$ cat src/rtl/alu_op_sequencer.sv
// -----------------------------------------------------------------------------
// alu_op_sequencer
//   Upstream command stage for the 16-bit ALU breadboard. {opcode,a,b} commands
//   are buffered in a small FIFO and issued to the ALU one at a time. Each op is
//   followed by one CLEAR cycle. The ALU result and overflow are captured after
//   the ALU register latency and offered on a valid/ready result port.
//
// Ports
//   clk, rst                 clock (rising edge), asynchronous active-high reset
//   cmd_valid/cmd_ready      command handshake (cmd_ready = !full && !rst)
//   cmd_opcode/cmd_a/cmd_b   command payload
//   alu_opcode/alu_a/alu_b   registered drive to the ALU control and input muxes
//   alu_result/alu_overflow  ALU final output and adder overflow
//   res_valid/res_ready      result handshake
//   res_data/res_overflow    captured result and overflow (ADD/SUB only)
//   res_illegal              captured command used an unsupported opcode
//   busy                     sequencer active or commands still queued
// -----------------------------------------------------------------------------
module alu_op_sequencer #(
   parameter int              WIDTH    = 16,
   parameter int              OP_W     = 4,
   parameter int              DEPTH    = 4,
   parameter int              ALU_LAT  = 1,
   parameter logic [OP_W-1:0] CLEAR_OP = 4'b1111
) (
   input  logic             clk,
   input  logic             rst,
   input  logic             cmd_valid,
   output logic             cmd_ready,
   input  logic [OP_W-1:0]  cmd_opcode,
   input  logic [WIDTH-1:0] cmd_a,
   input  logic [WIDTH-1:0] cmd_b,
   output logic [OP_W-1:0]  alu_opcode,
   output logic [WIDTH-1:0] alu_a,
   output logic [WIDTH-1:0] alu_b,
   input  logic [WIDTH-1:0] alu_result,
   input  logic             alu_overflow,
   output logic             res_valid,
   input  logic             res_ready,
   output logic [WIDTH-1:0] res_data,
   output logic             res_overflow,
   output logic             res_illegal,
   output logic             busy
);

   localparam int PTR_W     = (DEPTH > 1) ? $clog2(DEPTH) : 1;
   localparam int CNT_W     = PTR_W + 1;
   localparam int ENT_W     = OP_W + 2 * WIDTH;
   // WAIT lasts ALU_LAT-1 cycles: the counter runs from ALU_LAT-2 down to 0.
   localparam int WAIT_INIT = (ALU_LAT > 1) ? ALU_LAT - 2 : 0;
   localparam int WCNT_W    = (WAIT_INIT > 1) ? $clog2(WAIT_INIT + 1) : 1;

   localparam logic [OP_W-1:0] OP_ADD = 4'b1000;
   localparam logic [OP_W-1:0] OP_SUB = 4'b1001;

   typedef enum logic [2:0] {
      S_IDLE  = 3'd0,
      S_ISSUE = 3'd1,
      S_WAIT  = 3'd2,
      S_CAPT  = 3'd3,
      S_CLR   = 3'd4
   } state_t;

   // Opcodes the ALU does not implement; they must never reach it.
   function automatic logic is_illegal(input logic [OP_W-1:0] op);
      logic ill;
      case (op)
         4'b0111, 4'b1100, 4'b1101, 4'b1110: ill = 1'b1;
         default:                            ill = 1'b0;
      endcase
      return ill;
   endfunction

   // Only the adder produces a meaningful overflow flag.
   function automatic logic is_arith(input logic [OP_W-1:0] op);
      return (op == OP_ADD) || (op == OP_SUB);
   endfunction

   logic [ENT_W-1:0] fifo_mem [DEPTH];
   logic [PTR_W-1:0] wr_ptr;
   logic [PTR_W-1:0] rd_ptr;
   logic [CNT_W-1:0] count;
   logic             full;
   logic             empty;
   logic             push;
   logic             pop;
   logic             capture;
   logic [OP_W-1:0]  head_op;
   logic [WIDTH-1:0] head_a;
   logic [WIDTH-1:0] head_b;
   logic [WCNT_W-1:0] wait_cnt;
   logic             cur_illegal;
   logic             cur_arith;
   logic             cur_clear;
   state_t           state;
   state_t           state_nx;

   assign full      = (count == CNT_W'(DEPTH));
   assign empty     = (count == '0);
   assign cmd_ready = !full && !rst;
   assign push      = cmd_valid && cmd_ready;
   assign busy      = (state != S_IDLE) || !empty;
   assign {head_op, head_a, head_b} = fifo_mem[rd_ptr];

   // Next-state decode; pop and capture are the only side effects of the FSM.
   always_comb begin
      state_nx = state;
      pop      = 1'b0;
      capture  = 1'b0;
      case (state)
         S_IDLE: begin
            if (!empty) begin
               pop      = 1'b1;
               state_nx = S_ISSUE;
            end else begin
               state_nx = S_IDLE;
            end
         end
         S_ISSUE: begin
            if (ALU_LAT > 1) begin
               state_nx = S_WAIT;
            end else begin
               state_nx = S_CAPT;
            end
         end
         S_WAIT: begin
            if (wait_cnt == '0) begin
               state_nx = S_CAPT;
            end else begin
               state_nx = S_WAIT;
            end
         end
         S_CAPT: begin
            // Capture only when the result slot is free or being emptied now.
            if (!res_valid || res_ready) begin
               capture  = 1'b1;
               state_nx = S_CLR;
            end else begin
               state_nx = S_CAPT;
            end
         end
         S_CLR: begin
            if (!empty) begin
               pop      = 1'b1;
               state_nx = S_ISSUE;
            end else begin
               state_nx = S_IDLE;
            end
         end
         default: begin
            state_nx = S_IDLE;
         end
      endcase
   end

   // FSM state register.
   always_ff @(posedge clk or posedge rst) begin
      if (rst) begin
         state <= S_IDLE;
      end else begin
         state <= state_nx;
      end
   end

   // Command FIFO storage.
   always_ff @(posedge clk or posedge rst) begin
      if (rst) begin
         for (int i = 0; i < DEPTH; i++) begin
            fifo_mem[i] <= '0;
         end
      end else if (push) begin
         fifo_mem[wr_ptr] <= {cmd_opcode, cmd_a, cmd_b};
      end
   end

   // FIFO pointers (wrap naturally, DEPTH is a power of two) and occupancy.
   always_ff @(posedge clk or posedge rst) begin
      if (rst) begin
         wr_ptr <= '0;
         rd_ptr <= '0;
         count  <= '0;
      end else begin
         if (push) begin
            wr_ptr <= wr_ptr + 1'b1;
         end
         if (pop) begin
            rd_ptr <= rd_ptr + 1'b1;
         end
         case ({push, pop})
            2'b10:   count <= count + 1'b1;
            2'b01:   count <= count - 1'b1;
            default: count <= count;
         endcase
      end
   end

   // WAIT-state latency counter, armed while in ISSUE.
   always_ff @(posedge clk or posedge rst) begin
      if (rst) begin
         wait_cnt <= '0;
      end else if (state == S_ISSUE) begin
         wait_cnt <= WCNT_W'(WAIT_INIT);
      end else if ((state == S_WAIT) && (wait_cnt != '0)) begin
         wait_cnt <= wait_cnt - 1'b1;
      end
   end

   // ALU drive and current-op attributes: loaded on pop, cleared after capture.
   always_ff @(posedge clk or posedge rst) begin
      if (rst) begin
         alu_opcode  <= CLEAR_OP;
         alu_a       <= '0;
         alu_b       <= '0;
         cur_illegal <= 1'b0;
         cur_arith   <= 1'b0;
         cur_clear   <= 1'b0;
      end else if (pop) begin
         // An unsupported opcode is replaced by CLEAR so the ALU never sees it.
         alu_opcode  <= is_illegal(head_op) ? CLEAR_OP : head_op;
         alu_a       <= head_a;
         alu_b       <= head_b;
         cur_illegal <= is_illegal(head_op);
         cur_arith   <= is_arith(head_op);
         cur_clear   <= (head_op == CLEAR_OP);
      end else if (capture) begin
         alu_opcode  <= CLEAR_OP;
         alu_a       <= '0;
         alu_b       <= '0;
      end
   end

   // Result holding register with valid/ready handshake.
   always_ff @(posedge clk or posedge rst) begin
      if (rst) begin
         res_valid    <= 1'b0;
         res_data     <= '0;
         res_overflow <= 1'b0;
         res_illegal  <= 1'b0;
      end else if (capture) begin
         res_valid    <= 1'b1;
         res_data     <= (cur_illegal || cur_clear) ? '0 : alu_result;
         res_overflow <= cur_arith && alu_overflow;
         res_illegal  <= cur_illegal;
      end else if (res_valid && res_ready) begin
         res_valid    <= 1'b0;
      end
   end

endmodule

$ cat config.mk
export PLATFORM = sky130hd
export DESIGN_NAME = alu_op_sequencer
export DESIGN_NICKNAME = d
export VERILOG_FILES = /design/src/rtl/alu_op_sequencer.sv
export SDC_FILE = /design/constraint.sdc
export NUM_CORES = 1
export LEC_CHECK = 0
export ABC_AREA = 1
export ABC_CLOCK_PERIOD_IN_PS = 10900
export CAP_MARGIN = 15
export CORE_MARGIN = 4
export CORE_UTILIZATION = 60
export DETAILED_ROUTE_END_ITERATION = 8
export GPL_TIMING_DRIVEN = 0
export PLACE_DENSITY_LB_ADDON = 0.2
export SLEW_MARGIN = 10
export SYNTH_ARGS = -nofsm -noshare
export SYNTH_HDL_FRONTEND = slang
export SYNTH_SLANG_ARGS = --single-unit
export TNS_END_PERCENT = 100
$ cat constraint.sdc
create_clock -name clk -period 10.9 [get_ports clk]
set_input_delay 2.18 -clock clk [delete_from_list [all_inputs] [get_ports clk]]
set_output_delay 2.18 -clock clk [all_outputs]
set_load 0.02 [all_outputs]
==> results of run 1 <==
==> worst paths after layout <==
path / start / to / slack (ps) / cells after the start
worst max-delay path: rst / cmd_ready / 5110 / 3
worst min-delay path: alu_b[14]$_DFFE_PP0P_ / alu_b[14]$_DFFE_PP0P_ / 470 / 2
worst max register to register: count[0]$_DFFE_PP0P_ / count[2]$_DFFE_PP0P_ / 8330 / 9
worst min register to register: alu_b[14]$_DFFE_PP0P_ / alu_b[14]$_DFFE_PP0P_ / 470 / 2
max in group asynchronous: rst / fifo_mem[65]$_DFFE_PP0P_ / 7620 / 3
min in group asynchronous: rst / fifo_mem[18]$_DFFE_PP0P_ / 2320 / 2
==> placed cells by master (no fill, tap or decap), types with 9 or more instances in the layout <==
cell,n
nor2_1,14
clkbuf_1,35
dfrtp_1,209
clkbuf_16,23
buf_2,24
a21oi_1,68
clkdlybuf4s50_1,113
nand2_1,368
inv_1,79
o21ai_1,9
o21ai_0,204
nand3_1,62
==> sequential cells by signal, indices dropped and copies added, names as in the netlist <==
name and flops:
count 3, alu_a 16, cur_arith 1, state 3, cur_illegal 1, res_illegal 1, alu_b 16, fifo_mem 144
cur_clear 1, res_overflow 1, alu_opcode 4, res_data 16, rd_ptr 2, wait_cnt 1, res_valid 1, wr_ptr 2
==> stage by stage <==
step | instance area [sq um] | hold slack (ps) | power (W) | cells | util (%)
2_1_floorplan | 9443 | 448.2 | 0.002285 | 1118 | -
3_3_place_gp | 10840 | 452.9 | 0.002780 | 1442 | 70.77
3_5_place_dp | 10870 | 457.3 | 0.002839 | 1443 | 71.00
4_1_cts | 11570 | 471.9 | 0.003581 | 1483 | 75.58
5_1_grt | 11570 | 490.3 | 0.003837 | 1483 | 75.58
6_report | 11570 | 467.1 | 0.003595 | 1483 | 75.58
==> power by group through the flow <==
stage,Clock [W],Combinational (W),Sequential (W)
2_1_floorplan,0,0.000874,0.00141
3_3_place_gp,0,0.00146,0.00132
3_5_place_dp,0,0.00150,0.00134
4_1_cts,0.000729,0.00152,0.00133
5_1_grt,0.000763,0.00170,0.00137
6_report,0.000728,0.00153,0.00133
==> per-layer routing <==
layer	up-vias	part of all wire, %
met5	-	0
met4	0	1.9
met3	49	9.0
met2	427	47
met1	4018	42
li1	3883	-
==> final cells by class <==
class                      count  area, sq um  share of cell area, %
timing repair buffer         114         1159                  10.01
multi-input combinational    750         3421                  29.55
tap                          211        264.0                  2.281
buffer                        69        364.1                  3.146
clock inverter                 5        31.28                 0.2702
clock buffer                  35        670.6                  5.794
sequential                   213         5335                  46.09
inverter                      86        330.3                  2.854
==> critical path, cell delays in order <==
cell and delay, ps:
clkdlybuf4s50_1 550, a21oi_4 230, clkdlybuf4s50_1 650
==> cells by family (layout without fill, tap and decap cells) <==
family / Yosys count / after routing / share of synthesized area [%]
XOR/XNOR: 4 / 4 / 0.3711
adder cells (fa/ha/maj): 6 / 6 / 0.8745
multiplexers: 1 / 1 / 0.1192
AO/OA/AOI/OAI: 285 / 285 / 15.30
buffers and inverters: 155 / 309 / 7.274
AND/OR/NAND/NOR: 454 / 454 / 19.56
flip-flops: 213 / 213 / 56.50
==> impl_metrics.yaml, run 1 <==
run_status:
  run_status: "finished, final reports clean"
timing:
  period_minus_slack_ps: 5795
  finalSetupViolations: 0
  report.final.slew_viol_count: 0
  tns_ps: 0
  rsz0062_at_grt: "false"
  finalWorstSetupSlack_ps: 5105
  worst_pin_slew_ps: 690.2
  fin_skew_ps: 12.34
  fmax_mhz: 172.6
  relSlewSlack_pct: 53.99
  finalHoldViolations: 0
  min_period_over_period_pct: 53.16
yosys:
  syn_nets: 1181
  postSynthCellCount: 1118
  ys_ff_latch: 213
  synth_area_sq_um: 9443
  synth_area_leader_cell: "dfrtp_1"
  synth_most_common_cell: "nand2_1"
  ys_warn_count: 0
  synth_top_flop_cell: "dfrtp_1"
  ys_types: 30
  synth_area_leaders: "dfrtp_1, nand2_1, o21ai_0"
  async_flop_share_pct: 100.0
  synth-edff-count: 0
  synthTopCellsByCount: "nand2_1, dfrtp_1, o21ai_0"
  synth.avg_cell_area_sq_um: 8.446
  synth_top_area_share_pct: 55.39
  yosysSeqAreaShare_pct: 56.50
floorplanning:
  rows: 45
  die_h_microns: 133.5
  io-pin-count: 114
  dieArea_sq_um: 17810
  start_util_pct: 61.66
  dieWidth_microns: 133.5
  core_area_sq_um: 15310
cells_and_area:
  drive_gt1_share_pct: 6.997
  fillCellCount: 1144
  syn_to_final_growth_pct: 22.58
  nets: 1320
  num_antenna_cells: 0
power:
  pwr-share-comb_pct: 42.6
  ir_drop_mv: 0.1651
  p_int_w: 0.002123
  pwr_density_cell_nw_per_um2: 310.6
  leakagePower_nw: 5.577
  p_sw_share_pct: 40.94
  power_frac_seq_pct: 37.1
  power_switching_w: 0.001472
  clkPwrFrac_pct: 20.3
cts:
  cts_hold_buf: 0
  cts_buffers: 23
  cts_setup_buffers: 0
  cts.htree.levels: 1
  post_cts_resized: 0
  root_buffer: "clkbuf_16"
  cts.reportedPaths.clkPinSlew_ps: 60
  cts.sinks: 213
  clk_path_buf_depth: 3
  cts_tree: "built"
  worstSkewPairLatency_ps: 500
global_routing:
  busiest_layer: "met2"
  grt_pass1_vias: 8139
  grtUsageTotal_pct: 28.32
  grt_antenna_before_repair: 0
  grt_util_met2_pct: 44.70
  grt_max_degree: 111
  grtUsageMet3_pct: 4.418
  overflow: 0
  grt_pass1_wl_mm: 41.15
  grtUsageMet1_pct: 41.08
route:
  routed_wl_mm: 25.38
  drtAntennaViolNets: 0
  vias_per_cell: 5.649
  via_count: 8377
  drc: 0
  wire_per_inst_microns: 17.11
  drt-initial-drc-count: 834
  drt_pre_antenna_iters: 5
placement:
  io_buffers: 113
  gp_congestion: 0.8774
  pre_cts_ws_ps: 5128
  dp_hpwl_mm: 16.64
setup_path:
  crit_path_end_kind: "primary output"
  worstPathRequired_ps: 8720
  critical_path_arrival_ps: 3610
  path_class: "in -> out"
  path_max_fanout: 2
  crit_path_start_kind: "input port"
hold_path:
  hp-class: "reg -> reg"
job:
  maxCapViolations: 0
No activity file was read; power rests on OpenSTA's default activity.
==> run 2: changes to the inputs <==
Settings changed: ABC_CLOCK_PERIOD_IN_PS 10900 to 5800, CORE_UTILIZATION 60 to 56.
Clock period 10.9 ns to 5.8 ns, I/O delays scaled along.
==> run 2 against run 1 <==
- die area up 6.7%
- critical path depth unchanged
- power rose by 90%
- cell area up 1.3%
- combinational power grew 90%
- worst setup slack worse by 3000 ps
- utilization down 4.6 points
- critical path type unchanged
- largest cell class unchanged
- largest power group unchanged
- highest routed layer unchanged
==> impl_metrics.yaml, run 2 (same netlist as run 1, synthesis figures left out) <==
timing:
  relSlewSlack_pct: 53.51
  fin_skew_ps: 11.05
  timing.hold.ws_ps: 467.4
  finalHoldViolations: 0
  finalSetupViolations: 0
  tns_ps: 0
  worst_pin_slew_ps: 695.8
  rsz0062_at_grt: "false"
  finalWorstSetupSlack_ps: 2147
  report.final.slew_viol_count: 0
  min_period_over_period_pct: 62.98
  period_minus_slack_ps: 3653
  fmax_mhz: 273.8
route:
  drt_pre_antenna_iters: 5
  routed_wl_mm: 25.81
  vias_per_cell: 5.589
  drtAntennaViolNets: 0
  drt-initial-drc-count: 837
  via_count: 8361
  drc: 0
  wire_per_inst_microns: 17.25
power:
  clkPwrFrac_pct: 21.1
  pwr_density_cell_nw_per_um2: 584.1
  p_int_w: 0.004054
  power_switching_w: 0.002791
  ir_drop_mv: 0.3046
  pwr-share-comb_pct: 42.3
  power_w: 0.006846
  power_frac_seq_pct: 36.6
  p_sw_share_pct: 40.78
  leakagePower_nw: 5.644
floorplanning:
  rows: 47
  dieWidth_microns: 137.9
  die_h_microns: 137.9
  core_area_sq_um: 16520
  start_util_pct: 57.14
  dieArea_sq_um: 19000
  io-pin-count: 114
cts:
  cts_tree: "built"
  worstSkewPairLatency_ps: 510
  root_buffer: "clkbuf_16"
  post_cts_resized: 0
  cts.reportedPaths.clkPinSlew_ps: 60
  cts_hold_buf: 0
  clk_path_buf_depth: 3
  cts.htree.levels: 1
  cts_setup_buffers: 0
  cts.sinks: 213
  cts_buffers: 22
placement:
  gp_congestion: 0.8533
  pre_cts_ws_ps: 2161
  dp_hpwl_mm: 17.04
  io_buffers: 113
hold_path:
  hp-class: "reg -> reg"
  min-delay-start: "alu_a[12]$_DFFE_PP0P_"
  holdPathStages: 2
cells_and_area:
  top_register: "fifo_mem"
  syn_to_final_growth_pct: 24.13
  num_antenna_cells: 0
  nets: 1324
  drive_gt1_share_pct: 7.602
  largest_reg_flops: 144
  final_common_cell: "nand2_1"
  final_cell_mix: "nand2_1, dfrtp_1, o21ai_0, clkdlybuf4s50_1, inv_1"
  fillCellCount: 1305
global_routing:
  grt_pass1_wl_mm: 41.13
  overflow: 0
  grt_max_degree: 39
  grt_antenna_before_repair: 0
  grtUsageTotal_pct: 27.37
  grt_pass1_vias: 8079
  grtUsageMet3_pct: 4.028
  busiest_layer: "met2"
  grtUsageMet1_pct: 39.94
  grt_util_met2_pct: 43.38
setup_path:
  critical_path_depth: 3
  path_class: "in -> out"
  cpLargestDelayFamily: "buffers and inverters"
  critPathMostFrequentCell: "clkdlybuf4s50_1"
  crit_path_start_kind: "input port"
  critical_path_arrival_ps: 2490
  max_stage_delay_ps: 640
  crit_slowest_cell: "clkdlybuf4s50_1"
  ff2ff_path_depth: 9
  crit_buf_inv: 2
  path_max_fanout: 2
  worstPathCellList: "clkdlybuf4s50_1 -> a21oi_4 -> clkdlybuf4s50_1"
  critPathLaunch: "rst"
  crit_path_end_kind: "primary output"
  reg2reg_from: "count[0]$_DFFE_PP0P_"
  worstPathRequired_ps: 4640
job:
  maxCapViolations: 0
run_status:
  run_status: "finished, final reports clean"
==> run 2: cell count changes in the layout (fill, tap and decap cells not counted), sizes merged <==
cell,change
buf,+5
clkbuf,-5
clkinv,+3
bufinv,+2
inv,-1
==> run 2: power groups by stage <==
stage	combinational (W)	clock (W)	sequential [W]
6_report	0.00290	0.00144	0.00251
5_1_grt	0.00323	0.00152	0.00258
2_1_floorplan	0.00164	0	0.00265
3_5_place_dp	0.00283	0	0.00252
4_1_cts	0.00288	0.00146	0.00250
3_3_place_gp	0.00275	0	0.00249
==> run 2: area by class of cell <==
class / instances / area, sq um / area share [%]
multi-input combinational: 750 / 3421 / 29.18
timing repair buffer: 119 / 1259 / 10.74
buffer: 69 / 364.1 / 3.106
tap: 220 / 275.3 / 2.348
sequential: 213 / 5335 / 45.52
inverter: 86 / 326.6 / 2.786
clock inverter: 9 / 110.1 / 0.9394
clock buffer: 30 / 630.6 / 5.380
==> run 2: stage by stage <==
stage / instances / instance area, sq um / utilization, %
after floorplan: 1118 / 9447 / -
after global placement: 1451 / 10850 / 65.68
after detailed placement: 1457 / 10980 / 66.45
after CTS: 1496 / 11720 / 70.93
after global routing: 1496 / 11720 / 70.93
final: 1496 / 11720 / 70.93
==> run 2: worst paths after layout <==
kind | end | slack, ps
setup / recovery | cmd_ready | 2150
hold / removal | alu_a[12]$_DFFE_PP0P_ | 470
setup reg to reg | count[2]$_DFFE_PP0P_ | 3210
hold reg to reg | alu_a[12]$_DFFE_PP0P_ | 470
max in group asynchronous | fifo_mem[75]$_DFFE_PP0P_ | 3560
min in group asynchronous | state[2]$_DFF_PP0_ | 1200
==> run 2: worst reg2reg max path: cells and delay by family (launching register included) <==
kind | cells | cell delay [ps]
xor+xnor | 1 | 140
fa+ha+maj | 2 | 650
buf+inv | 3 | 680
compound gates | 3 | 570
flops | 1 | 450
==> run 2: routing by layer <==
metal	up-vias	wire [microns]
met5	-	0
met4	0	541
met3	56	2247
met2	425	11930
met1	3984	11090
li1	3896	-
==> run 3: changes to the inputs <==
Settings changed: ABC_CLOCK_PERIOD_IN_PS 5800 to 3050, CORE_UTILIZATION 56 to 50.
Clock period 5.8 ns to 3.05 ns, I/O delays scaled along.
==> run 3 against run 2 <==
- register-to-register slack worse by 2800 ps
- worst setup slack worse by 1700 ps
- clock skew is 11 ps higher
- sequential cell count stayed put
- critical endpoint is now count[2]$_DFFE_PP0P_
- critical path type is now reg -> reg
- combinational power is 88% higher
- utilization is 6.9 points lower
- worst hold slack better by 1.4 ps
==> impl_metrics.yaml, run 3 (same netlist as run 1, synthesis figures left out) <==
cts:
  cts.sinks: 213
  cts_hold_buf: 0
  cts_buffers: 23
  post_cts_resized: 0
  root_buffer: "clkbuf_16"
  clk_path_buf_depth: 3
  cts.reportedPaths.clkPinSlew_ps: 60
  cts_setup_buffers: 0
  cts_tree: "built"
  worstSkewPairLatency_ps: 500
  cts.htree.levels: 1
floorplanning:
  dieArea_sq_um: 21150
  die_h_microns: 145.4
  dieWidth_microns: 145.4
  core_area_sq_um: 18270
  io-pin-count: 114
  start_util_pct: 51.68
  rows: 49
run_status:
  run_status: "finished, final reports clean"
power:
  power_frac_seq_pct: 37.0
  ir_drop_mv: 0.6625
  pwr_density_cell_nw_per_um2: 1096
  power_switching_w: 0.005188
  clkPwrFrac_pct: 20.4
  leakagePower_nw: 5.620
  pwr-share-comb_pct: 42.6
  p_int_w: 0.007626
  p_sw_share_pct: 40.49
setup_path:
  worstPathRequired_ps: 3420
  crit_buf_inv: 3
  path_class: "reg -> reg"
  ff2ff_path_depth: 9
  critPathLaunch: "count[0]$_DFFE_PP0P_"
  critical_path_depth: 9
  critical_path.endpoint: "count[2]$_DFFE_PP0P_"
  critical_path_arrival_ps: 2980
  critPathMostFrequentCell: "buf_2"
  cpLargestDelayFamily: "buffers and inverters"
  crit_path_end_kind: "flop"
  crit_path_start_kind: "flop"
  rrSetupSlack_ps: 440
  r2r_end: "count[2]$_DFFE_PP0P_"
  path_max_fanout: 10
  max_stage_delay_ps: 450
  reg2reg_from: "count[0]$_DFFE_PP0P_"
  crit_slowest_cell: "dfrtp_1"
  worstPathCellList: "o31ai_1 -> buf_2 -> inv_2 -> buf_2 -> ha_1 -> fa_1 -> a21oi_1 -> o21ai_0 -> xnor2_1"
global_routing:
  grtUsageTotal_pct: 24.31
  overflow: 0
  grt_pass1_wl_mm: 42.92
  grt_antenna_before_repair: 0
  grt_pass1_vias: 8300
  grt_max_degree: 38
timing:
  min_period_over_period_pct: 85.48
  report.final.slew_viol_count: 0
  finalHoldViolations: 0
  finalSetupViolations: 0
  finalWorstSetupSlack_ps: 442.7
  worst_pin_slew_ps: 647.9
  rsz0062_at_grt: "false"
  fmax_mhz: 383.5
  period_minus_slack_ps: 2607
  fin_skew_ps: 21.68
  relSlewSlack_pct: 56.80
route:
  drt-initial-drc-count: 826
  via_count: 8144
  wire_per_inst_microns: 16.93
  drc: 0
  vias_per_cell: 5.404
  routed_wl_mm: 25.51
  drt_pre_antenna_iters: 6
  drtAntennaViolNets: 0
cells_and_area:
  final_cell_mix: "nand2_1, dfrtp_1, o21ai_0, clkdlybuf4s50_1, inv_1"
  top_register: "fifo_mem"
  drive_gt1_share_pct: 7.277
  num_antenna_cells: 0
  register_area_sq_um: 5335
  syn_to_final_growth_pct: 23.81
  multi_input_area_sq_um: 3421
  final_common_cell: "nand2_1"
  fin_area_sq_um: 11690
  fillCellCount: 1566
  nets: 1325
  largest_reg_flops: 144
placement:
  pre_cts_ws_ps: 102.4
  gp_congestion: 0.8643
  dp_hpwl_mm: 17.62
  placed_cell_area_sq_um: 10980
  io_buffers: 113
job:
  maxCapViolations: 0
hold_path:
  hp-class: "reg -> reg"
## run 3: metrics by stage
step | power, W | hold WS, ps | TNS, ps | instances | util, %
detailed placement | 0.01018 | 462.0 | 0 | 1466 | 60.12
global placement | 0.009980 | 453.4 | -438090 | 1460 | 59.46
floorplan | 0.008165 | 448.2 | -68320 | 1118 | -
global route | 0.01380 | 494.7 | 0 | 1507 | 63.99
finish | 0.01281 | 468.8 | 0 | 1507 | 63.99
CTS | 0.01284 | 476.1 | 0 | 1507 | 63.99
## run 3: worst min path at each step
stage	startpoint	endpoint	slack [ps]	depth (start not counted)
5_1_grt	alu_b[12]$_DFFE_PP0P_	alu_b[12]$_DFFE_PP0P_	490	2
3_3_place_gp	alu_a[5]$_DFFE_PP0P_	alu_a[5]$_DFFE_PP0P_	450	2
6_report	alu_b[10]$_DFFE_PP0P_	alu_b[10]$_DFFE_PP0P_	470	2
3_5_place_dp	alu_a[5]$_DFFE_PP0P_	alu_a[5]$_DFFE_PP0P_	460	2
2_1_floorplan	fifo_mem[0]$_DFFE_PP0P_	fifo_mem[0]$_DFFE_PP0P_	450	2
4_1_cts	alu_b[10]$_DFFE_PP0P_	alu_b[10]$_DFFE_PP0P_	480	2
## run 3: worst min-delay path, stage by stage, from the launching register on
cell     delay [ps]
dfrtp_1         330
nand2_1          50
nand2_1          50
## run 3: final cells by class
class | instances | share of cell area [%]
clock buffers | 38 | 5.918
well taps | 229 | 2.451
clock inverters | 3 | 0.1284
flip-flops and latches | 213 | 45.63
plain buffers | 69 | 3.114
repair buffers | 119 | 10.70
inverters | 86 | 2.793
multi-input cells | 750 | 29.26
## run 3: layer usage
metal	up-vias	track usage (%)	share of wire, %
li1	3898	-	-
met4	0	5.793	2.0
met5	-	0	0
met1	3917	35.48	46
met2	296	38.82	46
met3	33	3.581	6.1
## run 3: power groups by stage
stage / Combinational, W / Sequential, W / Clock [W]
floorplan: 0.00312 / 0.00504 / 0
global route: 0.00614 / 0.00489 / 0.00277
finish: 0.00545 / 0.00475 / 0.00261
global placement: 0.00525 / 0.00473 / 0
CTS: 0.00545 / 0.00474 / 0.00266
detailed placement: 0.00540 / 0.00478 / 0
